### config.mk
export PLATFORM = sky130hd
export DESIGN_NAME = opb_register_simulink2ppc_snap64_flat
export DESIGN_NICKNAME = d
export VERILOG_FILES = /design/src/rtl/opb_register_simulink2ppc_snap64_if.sv /design/src/rtl/opb_register_simulink2ppc_snap64.sv /design/src/flat_wrapper.sv
export SDC_FILE = /design/constraint.sdc
export NUM_CORES = 1
export LEC_CHECK = 0
export CAP_MARGIN = 15
export CORE_ASPECT_RATIO = 0.8
export CORE_MARGIN = 3
export CORE_UTILIZATION = 30
export DETAILED_ROUTE_END_ITERATION = 12
export PLACE_DENSITY = 0.6
export SLEW_MARGIN = 40
export SYNTH_ARGS = -nofsm -noshare
export SYNTH_HDL_FRONTEND = slang
export SYNTH_SLANG_ARGS = --single-unit
### constraint.sdc
create_clock -name OPB_Clk -period 4.8 [get_ports OPB_Clk]
set_input_delay 0.72 -clock OPB_Clk [delete_from_list [all_inputs] [get_ports OPB_Clk]]
set_output_delay 0.72 -clock OPB_Clk [all_outputs]
set_load 0.005 [all_outputs]
### src/rtl/opb_register_simulink2ppc_snap64_if.sv
// OPB slave-side bus bundle: master request signals and slave response signals.
// Bit 0 of each OPB vector is the most significant bit.
interface opb_register_simulink2ppc_snap64_if;
    logic [0:31] OPB_ABus;
    logic [0:3]  OPB_BE;
    logic [0:31] OPB_DBus;
    logic        OPB_RNW;
    logic        OPB_select;
    logic        OPB_seqAddr;
    logic [0:31] Sl_DBus;
    logic        Sl_xferAck;
    logic        Sl_errAck;
    logic        Sl_retry;
    logic        Sl_toutSup;

    modport master (
        output OPB_ABus, OPB_BE, OPB_DBus, OPB_RNW, OPB_select, OPB_seqAddr,
        input  Sl_DBus, Sl_xferAck, Sl_errAck, Sl_retry, Sl_toutSup
    );

    modport slave (
        input  OPB_ABus, OPB_BE, OPB_DBus, OPB_RNW, OPB_select, OPB_seqAddr,
        output Sl_DBus, Sl_xferAck, Sl_errAck, Sl_retry, Sl_toutSup
    );
endinterface

### src/rtl/opb_register_simulink2ppc_snap64.sv
// Purpose: OPB readback of a 64-bit fabric value; low-word read freezes the high word.
// Latency: xferAck two edges after OPB_select is first sampled, one-cycle ack, one GAP cycle.
// Backpressure: none; user strobes are always accepted, the master waits for xferAck.
module opb_register_simulink2ppc_snap64 #(
    parameter logic [31:0] C_BASEADDR   = 32'h01000200,
    parameter logic [31:0] C_HIGHADDR   = 32'h010002FF,
    parameter int          C_OPB_AWIDTH = 32,
    parameter int          C_OPB_DWIDTH = 32,
    parameter              C_FAMILY     = "virtex5"
) (
    input  logic                                 OPB_Clk,
    input  logic                                 OPB_Rst,
    opb_register_simulink2ppc_snap64_if.slave    opb,
    input  logic [63:0]                          user_data_in,
    input  logic                                 user_data_valid,
    output logic                                 user_read_strobe
);
    typedef enum logic [1:0] {IDLE, ACK, GAP} state_t;

    state_t                    state;
    logic [C_OPB_AWIDTH-1:0]   addr;
    logic                      hit;
    logic                      hit_q;
    logic                      rnw_q;
    logic                      low_q;
    logic [1:0]                idx_q;
    logic [63:0]               live;
    logic [31:0]               hi_shadow;
    logic [15:0]               cnt;
    logic                      seen;
    logic [15:0]               cnt_nxt;
    logic                      seen_nxt;
    logic [C_OPB_DWIDTH-1:0]   rd_word;
    logic [C_OPB_DWIDTH-1:0]   dbus_q;
    logic                      ack_q;
    logic                      rd_low;
    logic                      unused_bits;

    assign addr = opb.OPB_ABus;
    assign hit  = opb.OPB_select && (addr >= C_BASEADDR) && (addr <= C_HIGHADDR);

    // Snapshot read: fires on the edge that enters ACK.
    assign rd_low = (state == IDLE) && hit_q && rnw_q && low_q && (idx_q == 2'd0);

    always_comb begin
        rd_word = '0;
        case (idx_q)
            2'd0:    rd_word = live[31:0];
            2'd1:    rd_word = hi_shadow;
            2'd2:    rd_word = {seen, 15'b0, cnt};
            default: rd_word = '0;
        endcase
    end

    // Clear from the low-word read happens first, so a coincident strobe still counts.
    always_comb begin
        cnt_nxt  = cnt;
        seen_nxt = seen;
        if (rd_low) begin
            cnt_nxt  = '0;
            seen_nxt = 1'b0;
        end
        if (user_data_valid) begin
            seen_nxt = 1'b1;
            if (cnt_nxt != 16'hFFFF) cnt_nxt = cnt_nxt + 16'd1;
        end
    end

    always_ff @(posedge OPB_Clk) begin
        if (OPB_Rst) begin
            state            <= IDLE;
            hit_q            <= 1'b0;
            rnw_q            <= 1'b0;
            low_q            <= 1'b0;
            idx_q            <= 2'd0;
            ack_q            <= 1'b0;
            dbus_q           <= '0;
            user_read_strobe <= 1'b0;
            live             <= '0;
            hi_shadow        <= '0;
            cnt              <= '0;
            seen             <= 1'b0;
        end else begin
            // Ignore the still-held select of the transfer currently being acked.
            if (state != ACK) begin
                hit_q <= hit;
                rnw_q <= opb.OPB_RNW;
                low_q <= (addr[7:4] == 4'd0);
                idx_q <= addr[3:2];
            end else begin
                hit_q <= 1'b0;
            end

            case (state)
                IDLE: begin
                    if (hit_q) begin
                        state            <= ACK;
                        ack_q            <= 1'b1;
                        dbus_q           <= (rnw_q && low_q) ? rd_word : '0;
                        user_read_strobe <= rd_low;
                    end
                end
                ACK: begin
                    state            <= GAP;
                    ack_q            <= 1'b0;
                    dbus_q           <= '0;
                    user_read_strobe <= 1'b0;
                end
                default: begin
                    state <= IDLE;
                end
            endcase

            if (rd_low) hi_shadow <= live[63:32];
            if (user_data_valid) live <= user_data_in;
            cnt  <= cnt_nxt;
            seen <= seen_nxt;
        end
    end

    assign opb.Sl_DBus    = dbus_q;
    assign opb.Sl_xferAck = ack_q;
    assign opb.Sl_errAck  = 1'b0;
    assign opb.Sl_retry   = 1'b0;
    assign opb.Sl_toutSup = 1'b0;

    assign unused_bits = ^{opb.OPB_BE, opb.OPB_DBus, opb.OPB_seqAddr, C_FAMILY[7:0]};
endmodule

### src/flat_wrapper.sv
// flat-port wrapper written by rule: the top's interface ports become plain ports
module opb_register_simulink2ppc_snap64_flat 
#(
    parameter logic [31:0] C_BASEADDR   = 32'h01000200,
    parameter logic [31:0] C_HIGHADDR   = 32'h010002FF,
    parameter int          C_OPB_AWIDTH = 32,
    parameter int          C_OPB_DWIDTH = 32,
    parameter              C_FAMILY     = "       "
)
  (OPB_Clk, OPB_Rst, user_data_in, user_data_valid, user_read_strobe, opb_OPB_ABus, opb_OPB_BE, opb_OPB_DBus, opb_OPB_RNW, opb_OPB_select, opb_OPB_seqAddr, opb_Sl_DBus, opb_Sl_xferAck, opb_Sl_errAck, opb_Sl_retry, opb_Sl_toutSup);
  opb_register_simulink2ppc_snap64_if opb_i ();
  input  logic OPB_Clk;
  input  logic OPB_Rst;
  input  logic [63:0] user_data_in;
  input  logic user_data_valid;
  output logic user_read_strobe;
  input wire logic [$bits(opb_i.OPB_ABus)-1:0] opb_OPB_ABus;
  input wire logic [$bits(opb_i.OPB_BE)-1:0] opb_OPB_BE;
  input wire logic [$bits(opb_i.OPB_DBus)-1:0] opb_OPB_DBus;
  input wire logic [$bits(opb_i.OPB_RNW)-1:0] opb_OPB_RNW;
  input wire logic [$bits(opb_i.OPB_select)-1:0] opb_OPB_select;
  input wire logic [$bits(opb_i.OPB_seqAddr)-1:0] opb_OPB_seqAddr;
  output wire logic [$bits(opb_i.Sl_DBus)-1:0] opb_Sl_DBus;
  output wire logic [$bits(opb_i.Sl_xferAck)-1:0] opb_Sl_xferAck;
  output wire logic [$bits(opb_i.Sl_errAck)-1:0] opb_Sl_errAck;
  output wire logic [$bits(opb_i.Sl_retry)-1:0] opb_Sl_retry;
  output wire logic [$bits(opb_i.Sl_toutSup)-1:0] opb_Sl_toutSup;
  assign opb_i.OPB_ABus = opb_OPB_ABus;
  assign opb_i.OPB_BE = opb_OPB_BE;
  assign opb_i.OPB_DBus = opb_OPB_DBus;
  assign opb_i.OPB_RNW = opb_OPB_RNW;
  assign opb_i.OPB_select = opb_OPB_select;
  assign opb_i.OPB_seqAddr = opb_OPB_seqAddr;
  assign opb_Sl_DBus = opb_i.Sl_DBus;
  assign opb_Sl_xferAck = opb_i.Sl_xferAck;
  assign opb_Sl_errAck = opb_i.Sl_errAck;
  assign opb_Sl_retry = opb_i.Sl_retry;
  assign opb_Sl_toutSup = opb_i.Sl_toutSup;
  opb_register_simulink2ppc_snap64 #(.C_BASEADDR(C_BASEADDR), .C_HIGHADDR(C_HIGHADDR), .C_OPB_AWIDTH(C_OPB_AWIDTH), .C_OPB_DWIDTH(C_OPB_DWIDTH), .C_FAMILY(C_FAMILY)) u_core (.OPB_Clk(OPB_Clk), .OPB_Rst(OPB_Rst), .opb(opb_i), .user_data_in(user_data_in), .user_data_valid(user_data_valid), .user_read_strobe(user_read_strobe));
endmodule
==> flow_summary.json <==
{
  "status": "complete, no violations",
  "antenna_found_initial": 0,
  "coreArea_um2": 19300,
  "final_cell_mix": "153 x dfxtp_1, 130 x clkdlybuf4s50_1, 113 x nor2_1",
  "min_period_ns": 3.00,
  "die_w_um": 164,
  "clk_pin_slew_ns": 0.06,
  "placedCellCount": 1013,
  "rsz0062_at_grt": "false",
  "grt_pass1_wl_um": 25400,
  "fin_cells": 1045,
  "postPlaceCellArea_um2": 7490,
  "port_buffers": 132,
  "num_rows": 45,
  "synth-edff-count": 0,
  "hp-class": "flop to flop",
  "max_freq_ghz": 0.334,
  "required_ns": 5.14,
  "synth-main-ff-cell": "dfxtp_1",
  "p_leak_nw": 3.03,
  "n_antenna_cell": 0,
  "syn_area_um2": 5980,
  "relSlewSlack_pct": 50.6,
  "overflow": 0,
  "powerDensity_nw_per_um2": 358,
  "vias": 4926,
  "hold_viol": 0,
  "critPathKind": "flop to flop",
  "areaGrowthSynthToFinish_pct": 35.4,
  "cts_root_buf": "clkbuf_16",
  "ys_async_sr_fraction_pct": 0,
  "cts_buffers": 17,
  "setup_ws_ns": 1.80,
  "synth.ff_latch_count": 154,
  "yosysUniqueCellTypes": 42,
  "tightest_slew_ns": 0.740,
  "finClkSkew_ns": 0.0113,
  "clockBufferDepth": 2,
  "tns_ns": 0,
  "drt-pass1-iter-count": 6,
  "synthCells": 664,
  "totalWireLength_um": 15900,
  "drtAntennaViolNets": 0,
  "final_common_cell": "dfxtp_1",
  "vias_per_cell": 4.71,
  "ys_warn_count": 0,
  "critPathLaunchType": "flop",
  "grt_max_degree": 83,
  "post_cts_buffers": 0,
  "hpwlAfterDp_um": 10400,
  "cts_tree": "built",
  "max-cap-violations": 0,
  "path_cells": "or3b_1 > or4_2 > and2_1 > ha_1 > nand2_1 > nor2_1 > a31o_1 > or4_1 > a21oi_1",
  "cts_resized": 0,
  "drtIter0Drc": 240,
  "slowest_delay_ns": 0.71,
  "fin_crit_sh_pct": 62.5,
  "cts_sinks": 154,
  "synth_area_per_cell_um2": 9.00,
  "postCtsHoldBufs": 0,
  "utilization_pct": 42.0,
  "htreeDepth": 4,
  "yosysSeqAreaShare_pct": 51.6,
  "drc": 0,
  "die_h_um": 132,
  "initial_core_util_pct": 31.0,
  "gp_congestion": 0.755,
  "n_fill_cell": 1920,
  "ir_drop_v": 0.000226,
  "cp_max_fo": 7,
  "cp_slowest_cell": "or4_2",
  "finalSetupViolCount": 0,
  "final_cell_area_um2": 8100,
  "clk_latency_ns": 0.42,
  "grt_pass1_vias": 4782,
  "wire_per_inst_um": 15.2,
  "io_pins": 175,
  "fin_nets": 913,
  "die_area_um2": 21700,
  "place_ws_ns": 1.84,
  "drive_above_1_share_pct": 6.10,
  "track_usage_pct": 14.7,
  "arrival_ns": 3.34,
  "slew_viol_final": 0,
  "cp-end-kind": "flop"
}
-- registers in the layout, summed over array words and instances (netlist names) --
name,count
u_core.hi_shadow,32
u_core.rnw_q,1
u_core.live,64
u_core.seen,1
u_core.cnt,16
u_core.user_read_strobe,1
u_core.opb.Sl_DBus,32
u_core.opb.Sl_xferAck,1
u_core.hit_q,1
u_core.low_q,1
u_core.idx_q,2
u_core.state,2
-- final cells by class --
type	count	area [um^2]	area share (%)
sequential	154	3080	38.1
multi-input combinational	458	2700	33.3
timing repair buffer	140	1380	17.0
clock buffer	19	443	5.47
tap	258	323	3.99
clock inverter	13	158	1.95
inverter	3	11.3	0.139
-- per-stage QoR --
step	hold slack (ns)	total power [mW]
finish	0.454	2.89
global route	0.465	3.01
CTS	0.455	2.93
detailed placement	0.443	1.57
global placement	0.436	1.56
floorplan	0.431	1.46
-- Yosys cell counts (5+ instances only) --
master,instances,area (um^2)
a22oi_1,17,128
mux2i_1,83,831
nand2_1,96,360
nand4_1,6,37.5
nand3_1,7,35.0
buf_1,6,22.5
nor4_1,5,31.3
dfxtp_1,154,3080
clkbuf_1,38,143
and3_1,5,31.3
nor2_1,113,424
a222oi_1,15,150
o21ai_0,22,110
or3_1,6,37.5
a21oi_1,43,215
-- worst paths after layout --
check / from / depth (start not counted) / slack [ns] / end
worst min-delay path: u_core.live[53] / 2 / 0.45 / u_core.hi_shadow[21]
worst min register to register: u_core.live[53] / 2 / 0.45 / u_core.hi_shadow[21]
worst max register to register: u_core.state[1] / 9 / 1.80 / u_core.cnt[11]
worst max-delay path: u_core.state[1] / 9 / 1.80 / u_core.cnt[11]
-- power breakdown --
| group | total (mW) | switching [mW] | internal, mW |
|---|---|---|---|
| registers | 1.34 | 0.0223 | 1.31 |
| logic | 0.200 | 0.0824 | 0.117 |
| clock network | 1.36 | 0.563 | 0.795 |
| total | 2.89 | 0.668 | 2.23 |
-- per-layer routing --
layer	vias to the layer above	part of all wire, %	track usage [%]	wire (um)
li1	2521	-	-	-
met1	2290	50	20.3	7880
met2	104	45	22.6	7180
met3	11	4.1	3.74	652
met4	0	1.2	4.74	192
met5	-	0	0	0
-- logic make-up (layout without fill, tap and decap cells) --
family | count (synthesis) | count (layout) | share of synthesized area, %
compound gates | 113 | 113 | 12.1
other cells | 1 | 3 | 0.0627
xor+xnor | 3 | 3 | 0.440
flops | 154 | 154 | 51.6
mux | 84 | 84 | 14.1
simple gates | 254 | 254 | 17.8
fa+ha+maj | 1 | 1 | 0.209
buf+inv | 54 | 175 | 3.66
-- worst max-delay path: cells and delay by family (launching register included) --
kind | cells | cell delay (ns)
simple gates | 6 | 1.95
compound gates | 2 | 0.42
flops | 1 | 0.32
fa+ha+maj | 1 | 0.24
Power figures use the tool's default switching activity.
